<file path="config.mk">
export PLATFORM = sky130hd
export DESIGN_NAME = box_resampler
export DESIGN_NICKNAME = d
export VERILOG_FILES = /design/src/rtl/box_resampler.sv
export SDC_FILE = /design/constraint.sdc
export NUM_CORES = 1
export LEC_CHECK = 0
export ABC_AREA = 1
export CAP_MARGIN = 20
export CORE_ASPECT_RATIO = 0.6
export CORE_MARGIN = 1
export CORE_UTILIZATION = 55
export DETAILED_ROUTE_END_ITERATION = 6
export PLACE_DENSITY = 0.81
export SYNTH_ARGS = -nofsm -noshare
export SYNTH_HDL_FRONTEND = slang
export SYNTH_SLANG_ARGS = --single-unit
</file>
<file path="constraint.sdc">
create_clock -name CLOCK_50 -period 8.3 [get_ports CLOCK_50]
set_input_delay 0.83 -clock CLOCK_50 [delete_from_list [all_inputs] [get_ports CLOCK_50]]
set_output_delay 0.83 -clock CLOCK_50 [all_outputs]
set_load 0.05 [all_outputs]
</file>
<file path="src/rtl/box_resampler.sv">
// Nearest-neighbour resampler: reads a boxed region of the frame RAM
// and streams an OUT_DIM x OUT_DIM greyscale grid over valid/ready.
module box_resampler #(
  parameter int         WIDTH    = 100,
  parameter int         HEIGHT   = 100,
  parameter int         OUT_LOG2 = 4,
  parameter int         ADDR_W   = 14,
  parameter logic [7:0] WHITE    = 8'd255
) (
  input  logic              CLOCK_50,
  input  logic              reset_n,
  input  logic              start,
  input  logic [31:0]       box,
  output logic              busy,
  output logic              rd_en,
  output logic [ADDR_W-1:0] rd_addr,
  input  logic [7:0]        rd_data,
  output logic              out_valid,
  input  logic              out_ready,
  output logic [7:0]        out_data,
  output logic              out_last,
  output logic              done
);

  localparam logic [7:0] XLIM = 8'(WIDTH - 1);
  localparam logic [7:0] YLIM = 8'(HEIGHT - 1);
  localparam logic [OUT_LOG2-1:0] IMAX = '1;

  typedef enum logic [2:0] {
    IDLE, FETCH, WAIT, EMIT, EMPTY, DONE
  } state_t;

  state_t state, state_n;
  logic [7:0] xmin, xmax, ymin, ymax;
  logic [7:0] xmin_n, xmax_n, ymin_n, ymax_n;
  logic [OUT_LOG2-1:0] i, j, i_n, j_n;
  logic [ADDR_W-1:0] rd_addr_n;
  logic [7:0] out_data_n;
  logic rd_en_n, out_valid_n, out_last_n, busy_n, done_n;
  logic [7:0] in_xmax, in_ymax, w, h;
  logic in_empty, last;

  function automatic logic [ADDR_W-1:0] src_addr(
    input logic [7:0] x0, input logic [7:0] bw,
    input logic [7:0] y0, input logic [7:0] bh,
    input logic [OUT_LOG2-1:0] ci,
    input logic [OUT_LOG2-1:0] cj
  );
    logic [15:0] px, py;
    logic [7:0] sx, sy;
    // full 16-bit products so the shift sees every bit
    px = 16'(ci) * 16'(bw);
    py = 16'(cj) * 16'(bh);
    sx = x0 + px[OUT_LOG2 +: 8];
    sy = y0 + py[OUT_LOG2 +: 8];
    return ADDR_W'(sy) * ADDR_W'(WIDTH) + ADDR_W'(sx);
  endfunction

  assign in_xmax  = (box[23:16] > XLIM) ? XLIM : box[23:16];
  assign in_ymax  = (box[7:0] > YLIM) ? YLIM : box[7:0];
  assign in_empty = (box[31:24] > in_xmax) || (box[15:8] > in_ymax);
  assign w        = xmax - xmin + 8'd1;
  assign h        = ymax - ymin + 8'd1;
  assign last     = (i == IMAX) && (j == IMAX);

  always_comb begin
    state_n     = state;
    xmin_n      = xmin;
    xmax_n      = xmax;
    ymin_n      = ymin;
    ymax_n      = ymax;
    i_n         = i;
    j_n         = j;
    rd_addr_n   = rd_addr;
    out_data_n  = out_data;
    out_valid_n = out_valid;
    out_last_n  = out_last;
    unique case (state)
      IDLE: if (start) begin
        xmin_n = box[31:24];
        xmax_n = in_xmax;
        ymin_n = box[15:8];
        ymax_n = in_ymax;
        i_n    = '0;
        j_n    = '0;
        if (in_empty) begin
          state_n     = EMPTY;
          out_valid_n = 1'b1;
          out_data_n  = WHITE;
          out_last_n  = (OUT_LOG2 == 0);
        end else begin
          state_n   = FETCH;
          rd_addr_n = src_addr(box[31:24], 8'd1,
                               box[15:8], 8'd1,
                               '0, '0);
        end
      end
      FETCH: state_n = WAIT;
      WAIT: begin
        out_data_n  = rd_data;
        out_valid_n = 1'b1;
        out_last_n  = last;
        state_n     = EMIT;
      end
      EMIT: if (out_ready) begin
        out_valid_n = 1'b0;
        out_last_n  = 1'b0;
        if (last) begin
          state_n = DONE;
        end else begin
          i_n = i + 1'b1;
          if (i == IMAX) j_n = j + 1'b1;
          state_n   = FETCH;
          rd_addr_n = src_addr(xmin, w, ymin, h, i_n, j_n);
        end
      end
      EMPTY: if (out_ready) begin
        if (last) begin
          state_n     = DONE;
          out_valid_n = 1'b0;
          out_last_n  = 1'b0;
        end else begin
          i_n = i + 1'b1;
          if (i == IMAX) j_n = j + 1'b1;
          out_last_n = (i_n == IMAX) && (j_n == IMAX);
        end
      end
      DONE: state_n = IDLE;
      default: state_n = IDLE;
    endcase
    rd_en_n = (state_n == FETCH);
    done_n  = (state_n == DONE);
    busy_n  = (state_n == FETCH) || (state_n == WAIT) ||
              (state_n == EMIT) || (state_n == EMPTY);
  end

  always_ff @(posedge CLOCK_50 or negedge reset_n) begin
    if (!reset_n) begin
      state     <= IDLE;
      xmin      <= '0;
      xmax      <= '0;
      ymin      <= '0;
      ymax      <= '0;
      i         <= '0;
      j         <= '0;
      rd_en     <= 1'b0;
      rd_addr   <= '0;
      out_valid <= 1'b0;
      out_data  <= '0;
      out_last  <= 1'b0;
      busy      <= 1'b0;
      done      <= 1'b0;
    end else begin
      state     <= state_n;
      xmin      <= xmin_n;
      xmax      <= xmax_n;
      ymin      <= ymin_n;
      ymax      <= ymax_n;
      i         <= i_n;
      j         <= j_n;
      rd_en     <= rd_en_n;
      rd_addr   <= rd_addr_n;
      out_valid <= out_valid_n;
      out_data  <= out_data_n;
      out_last  <= out_last_n;
      busy      <= busy_n;
      done      <= done_n;
    end
  end

endmodule

</file>
==> results by group, run 1 <==
GRT
  • Grt total ovfl: 0
  • Initial antenna violation count: 0
  • First-pass GRT wire length: 35,580 um
  • GR Util All Layers: 27.97%
  • Vias in the first global route: 7,479
  • Largest net degree at the start of global routing: 71

Cells and area
  • Nets: 1,483
  • Register Area: 1753 um2
  • Layout cell share with drive strength beyond 1: 4.841%
  • Antenna Cells: 0
  • # fillers: 1,315
  • Commonest non-fill, non-tap cell in the layout: nand2_1
  • Most frequent cells in the layout: nand2_1, inv_1, ha_1
  • Area of the multi-input gates: 6095 um2
  • Layout overhead on the synthesized area: 15.07%

CTS
  • Cts bufs inserted: 9
  • Root Buffer: clkbuf_16
  • CTS H-tree depth: 3
  • TritonCTS Sinks: 70
  • CTS tree: built
  • Hold-fix buffers, CTS: 0
  • Longest Clk Path Bufs: 2
  • Worst skew pair latency: 0.34 ns
  • Clock transition at path regs: 0.06 ns

STA
  • Clock Skew: 0.008118 ns
  • Setup TNS: 0 ns
  • Measured slew at the worst slew-check pin: 1.020 ns
  • Setup violators final: 0
  • FMAX: 127.3 MHz
  • Final-report hold violation count: 0
  • Final worst-path cycle share: 94.62%
  • Post-layout min period: 7.854 ns
  • Count of pins over their slew limit: 0
  • Normalized max-slew margin: 31.95%

Worst setup path
  • Max incr delay on CP: 0.53 ns
  • WP data required: 8.53 ns
  • Crit-path slowest cell: fa_1
  • Launch point of the critical path: ymin[1]$_DFFE_PN0P_
  • Crit Path Category: reg -> reg
  • Most used cell, CP: nand2_1
  • Critical Path Fanout Max: 4
  • FF-to-FF Start: ymin[1]$_DFFE_PN0P_
  • Startpoint types: flop
  • Worst R2R Path Depth: 44
  • CP arrival: 8.08 ns
  • Crit path capture type: flop

Place
  • GP Congestion: 0.9221
  • Post-DP HPWL: 17,240 um
  • IO Port Bufs: 70

Run status
  • Outcome: complete, no violations

Routing
  • Final ANT Viol Nets: 0
  • WL/cell: 14.78 um
  • DRC Markers: 0
  • Initial DRC Count: 613
  • Routed vias/inst: 5.443
  • Final wirelength: 21,620 um
  • Vias: 7,963
  • DR pass1 iterations: 6

Logic synthesis
  • Post-synthesis cell count: 1,179
  • Syn avg cell area: 7.305 um2
  • Post-Syn Area: 8612 um2
  • Synth Register Bits: 70
  • Ys async rst share: 100.0%
  • Synth unique cells: 48
  • Yosys warns: 0
  • Post-synth EDFFs: 0
  • Main flop type after synthesis: dfrtp_1
  • Sequential share of the synthesized area: 20.34%

Min path
  • Min-delay src: rd_addr[9]$_DFFE_PN0P_
  • Hold depth: 2
  • Hold WC Path Type: reg -> reg

Die
  • I/O Pins: 71
  • Die area: 16,180 um2
  • Area of the core: 15,330 um2
  • Starting density of the core: 56.19%
  • Row count: 35
  • Chip Width: 163.5 um
  • Die Height: 98.93 um

Flow run
  • Max_cap viols: 0
==> cells in the mapped netlist (2+ instances only) <==
cell      instances  area [um2]
a211oi_1          2       15.01
a21o_1            5       37.54
a21oi_1          53       265.3
a31oi_1           6       37.54
and2_1            3       18.77
buf_2             4       20.02
clkbuf_1          6       22.52
dfrtp_1          70        1752
fa_1             33       660.6
ha_1            151        1889
inv_1           196       735.7
inv_2             9       33.78
mux2i_1           2       20.02
nand2_1         299        1122
nand3_1          52       260.3
nand3_2           2       20.02
nand3b_1          4       30.03
nand4_1          23       143.9
nor2_1           91       341.6
nor2_2            3       18.77
nor3_1            6       30.03
nor4_1            4       25.02
o211ai_1          5       37.54
o21a_1            3       22.52
o21ai_0          41       205.2
o21ai_1          17       85.08
o21bai_1          3       22.52
o22a_1            8       70.07
o22ai_1           3       18.77
o31ai_1           4       30.03
or2_1             2       12.51
or2_2             8       50.05
xnor2_1          13       113.9
xor2_1           33       289.0
xor2_2            2       32.53
==> timing repair <==
action	4_1_cts	5_1_grt
gates resized for setup	0	9
endpoints found under the setup margin	0	5
hold endpoints to repair	0	0
buffers inserted	0	2
==> final cells by class <==
| type | count | area share, % |
|---|---|---|
| Sequential cell | 70 | 17.69 |
| Clock buffer | 10 | 2.311 |
| Inverter | 206 | 7.803 |
| Timing Repair Buffer | 75 | 7.424 |
| Tap cell | 203 | 2.563 |
| Multi-Input combinational cell | 893 | 61.50 |
| Clock inverter | 6 | 0.7071 |
==> worst max-delay path: cells and delay by family, from the launching register on <==
kind                     cells  cell delay [ns]
adder cells (fa/ha/maj)     11             3.81
XOR/XNOR                     2             0.37
flip-flops                   1             0.45
buffers and inverters        7             0.43
AND/OR/NAND/NOR             19             1.92
AO/OA/AOI/OAI                5             0.75
==> cells by family after synthesis <==
kind of cell / share of synthesized area (%)
buffers and inverters: 9.560
muxes: 0.2325
adders and majority gates: 29.61
other: 0.04354
AOI/OAI and AO/OA: 10.33
xor gates and xnor gates: 5.056
DFF: 20.34
and+or+nand+nor: 24.83
==> final timing paths <==
kind,end,slack [ns]
max,rd_addr[13]$_DFFE_PN0P_,0.45
min,rd_addr[9]$_DFFE_PN0P_,0.48
max reg2reg,rd_addr[13]$_DFFE_PN0P_,0.45
min reg2reg,rd_addr[9]$_DFFE_PN0P_,0.48
max in group asynchronous,ymin[1]$_DFFE_PN0P_,7.01
min in group asynchronous,xmax[1]$_DFFE_PN0P_,0.62
==> state kept, by name, indices dropped and copies added (netlist names) <==
register and flops:
busy 1, i 4, xmax 8, state 3, rd_en 1, done 1, ymin 8, out_data 8
xmin 8, out_last 1, ymax 8, rd_addr 14, j 4, out_valid 1
==> per-layer routing <==
metal	GRT usage [%]	up-vias	routed length, um
met3	5.513	32	1647
li1	-	3961	-
met1	42.20	3682	10820
met4	6.766	0	288
met2	40.65	288	8863
met5	0	-	0
==> per-stage QoR <==
| stage | worst slack [ns] | area, um2 | util [%] | hold slack, ns | cells |
|---|---|---|---|---|---|
| after floorplan | 1.242 | 8616 | - | 0.4528 | 1180 |
| after global placement | 0.5940 | 9543 | 62.26 | 0.4629 | 1445 |
| after detailed placement | 0.3661 | 9543 | 62.26 | 0.4692 | 1445 |
| after CTS | 0.3109 | 9842 | 64.21 | 0.4828 | 1461 |
| after global routing | -0.2259 | 9910 | 64.65 | 0.5074 | 1463 |
| final | 0.4463 | 9910 | 64.65 | 0.4793 | 1463 |
Power of run 1 is not shown: default switching activity piles up to over one toggle a cycle in this logic, so the estimate is an artifact.
==> inputs of run 2 (changes only) <==
==> constraint.sdc (replaced) <==
create_clock -name CLOCK_50 -period 8.3 [get_ports CLOCK_50]
set_input_delay 1.66 -clock CLOCK_50 [delete_from_list [all_inputs] [get_ports CLOCK_50]]
set_output_delay 1.66 -clock CLOCK_50 [all_outputs]
set_load 0.05 [all_outputs]
==> results of run 2 <==
The final DEF is identical to that of run 1. Status: complete, no violations.
Power of run 2 is left out for the same reason.
==> inputs of run 3 (changes only) <==
Settings changed: GPL_ROUTABILITY_DRIVEN set to 0.
==> results by group, run 3 (synthesis gave the netlist of run 1 again) <==
Cells and area
  • Register Area: 1752 um2 (was 1753 um2)
  • Nets: 1,481 (was 1,483)
  • Max reg flops: 14 (unchanged)
  • Top reg by flops: rd_addr (unchanged)
  • Most frequent cells in the layout: nand2_1, inv_1, ha_1 (unchanged)
  • Area of the multi-input gates: 6093 um2 (was 6095 um2)
  • Layout overhead on the synthesized area: 14.72% (was 15.07%)
  • Layout cell share with drive strength beyond 1: 4.769% (was 4.841%)
  • Final Util: 64.46% (was 64.65%)
  • # fillers: 1,315 (unchanged)
  • Commonest non-fill, non-tap cell in the layout: nand2_1 (unchanged)
  • Antenna Cells: 0 (unchanged)

STA
  • Clock Skew: 0.01292 ns (was 0.008118 ns)
  • Final-report hold violation count: 0 (unchanged)
  • Setup TNS: 0 ns (unchanged)
  • RSZ-0062 raised after global routing: no
  • Post-layout min period: 7.809 ns (was 7.854 ns)
  • FMAX: 128.1 MHz (was 127.3 MHz)
  • Normalized max-slew margin: 35.49% (was 31.95%)
  • Count of pins over their slew limit: 0 (unchanged)
  • Final worst-path cycle share: 94.08% (was 94.62%)
  • Measured slew at the worst slew-check pin: 0.9665 ns (was 1.020 ns)
  • Setup violators final: 0 (unchanged)

CTS
  • Root Buffer: clkbuf_16 (unchanged)
  • CTS H-tree depth: 3 (unchanged)
  • Worst skew pair latency: 0.35 ns (was 0.34 ns)
  • TritonCTS Sinks: 70 (unchanged)
  • Cts bufs inserted: 9 (unchanged)
  • Clock transition at path regs: 0.06 ns (about the same)
  • CTS tree: built (unchanged)
  • Longest Clk Path Bufs: 2 (unchanged)
  • Hold-fix buffers, CTS: 0 (unchanged)

GRT
  • GR Util All Layers: 27.73% (was 27.97%)
  • Met1 GRT Util: 42.12% (was 42.20%)
  • Met2 usage: 40.65% (unchanged)
  • Largest net degree at the start of global routing: 71 (unchanged)
  • GR peak layer: met1 (unchanged)
  • Vias in the first global route: 7,346 (was 7,479)
  • First-pass GRT wire length: 35,330 um (was 35,580 um)
  • Met3 usage: 4.924% (was 5.513%)
  • Grt total ovfl: 0 (unchanged)
  • Initial antenna violation count: 0 (unchanged)

Place
  • IO Port Bufs: 70 (unchanged)
  • Post-DP HPWL: 17,400 um (was 17,240 um)

Worst setup path
  • Crit-path slowest cell: fa_1 (unchanged)
  • Startpoint types: flop (unchanged)
  • Max incr delay on CP: 0.55 ns (was 0.53 ns)
  • CP arrival: 8.05 ns (was 8.08 ns)
  • Crit path capture type: flop (unchanged)
  • WP data required: 8.54 ns (was 8.53 ns)
  • Critical Path Fanout Max: 6 (was 4)
  • Crit Path Category: reg -> reg (unchanged)
  • Most used cell, CP: nand2_1 (unchanged)

Die
  • Die area: 16,180 um2 (unchanged)
  • Chip Width: 163.5 um (unchanged)
  • Area of the core: 15,330 um2 (unchanged)
  • Starting density of the core: 56.19% (unchanged)
  • I/O Pins: 71 (unchanged)
  • Row count: 35 (unchanged)
  • Die Height: 98.93 um (unchanged)

Routing
  • DRC Markers: 0 (unchanged)
  • Initial DRC Count: 517 (was 613)
  • Vias: 7,966 (was 7,963)
  • Final ANT Viol Nets: 0 (unchanged)
  • DR pass1 iterations: 6 (unchanged)
  • WL/cell: 14.58 um (was 14.78 um)
  • Final wirelength: 21,300 um (was 21,620 um)
  • Routed vias/inst: 5.452 (was 5.443)

Run status
  • Outcome: complete, no violations (unchanged)

Min path
  • Hold WC Path Type: reg -> reg (unchanged)

Flow run
  • Max_cap viols: 0 (unchanged)
==> run 3: changes by cell type in the layout (fill, tap and decap cells not counted), sizes merged <==
cell	delta
clkbuf	-1
buf	-2
bufinv	-1
clkinv	-3
inv	+3
clkinvlp	+2
==> run 3: stage by stage <==
step	setup slack, ns	hold slack, ns	area, um2	cells
floorplan	1.242	0.4528	8616	1180
global placement	0.5880	0.4628	9535	1444
detailed placement	0.3858	0.4679	9535	1444
CTS	0.3687	0.4831	9822	1460
global route	0.01179	0.5116	9879	1461
finish	0.4913	0.4824	9879	1461
==> run 3: path summary, 6_finish.rpt <==
check,start,to,slack (ns),cells after the start
min in group asynchronous,reset_n,xmax[1]$_DFFE_PN0P_,1.43,1
hold reg to reg,rd_addr[4]$_DFFE_PN0P_,rd_addr[4]$_DFFE_PN0P_,0.48,2
max in group asynchronous,reset_n,out_data[3]$_DFFE_PN0P_,6.25,1
setup / recovery,ymin[1]$_DFFE_PN0P_,rd_addr[13]$_DFFE_PN0P_,0.49,44
setup reg to reg,ymin[1]$_DFFE_PN0P_,rd_addr[13]$_DFFE_PN0P_,0.49,44
hold / removal,rd_addr[4]$_DFFE_PN0P_,rd_addr[4]$_DFFE_PN0P_,0.48,2
==> run 3: timing repair <==
| action | in CTS | in global routing |
|---|---|---|
| gates resized for setup | 0 | 8 |
| setup endpoints to repair | 0 | 4 |
| setup buffers | 0 | 1 |
==> run 3: layout make-up <==
type                            count  area share, %
Multi-Input combinational cell    893          61.68
Sequential cell                    70          17.73
Inverter                          206          7.827
Timing Repair Buffer               73          7.295
Tap cell                          203          2.571
Clock buffer                        9          2.280
Clock inverter                      7         0.6206
==> run 3: metal layers <==
layer / part of all wire (%) / up-vias
li1: - / 3964
met1: 49 / 3698
met2: 42 / 279
met3: 7.6 / 25
met4: 1.3 / 0
met5: 0 / -
==> run 3: worst max-delay path: cells and delay by family (launching register included) <==
family                   cells  cell delay [ns]
AND/OR/NAND/NOR             22             2.31
flip-flops                   1             0.46
buffers and inverters        7             0.39
adder cells (fa/ha/maj)      9             3.59
AO/OA/AOI/OAI                4             0.60
XOR/XNOR                     2             0.37
Power of run 3 is left out for the same reason.
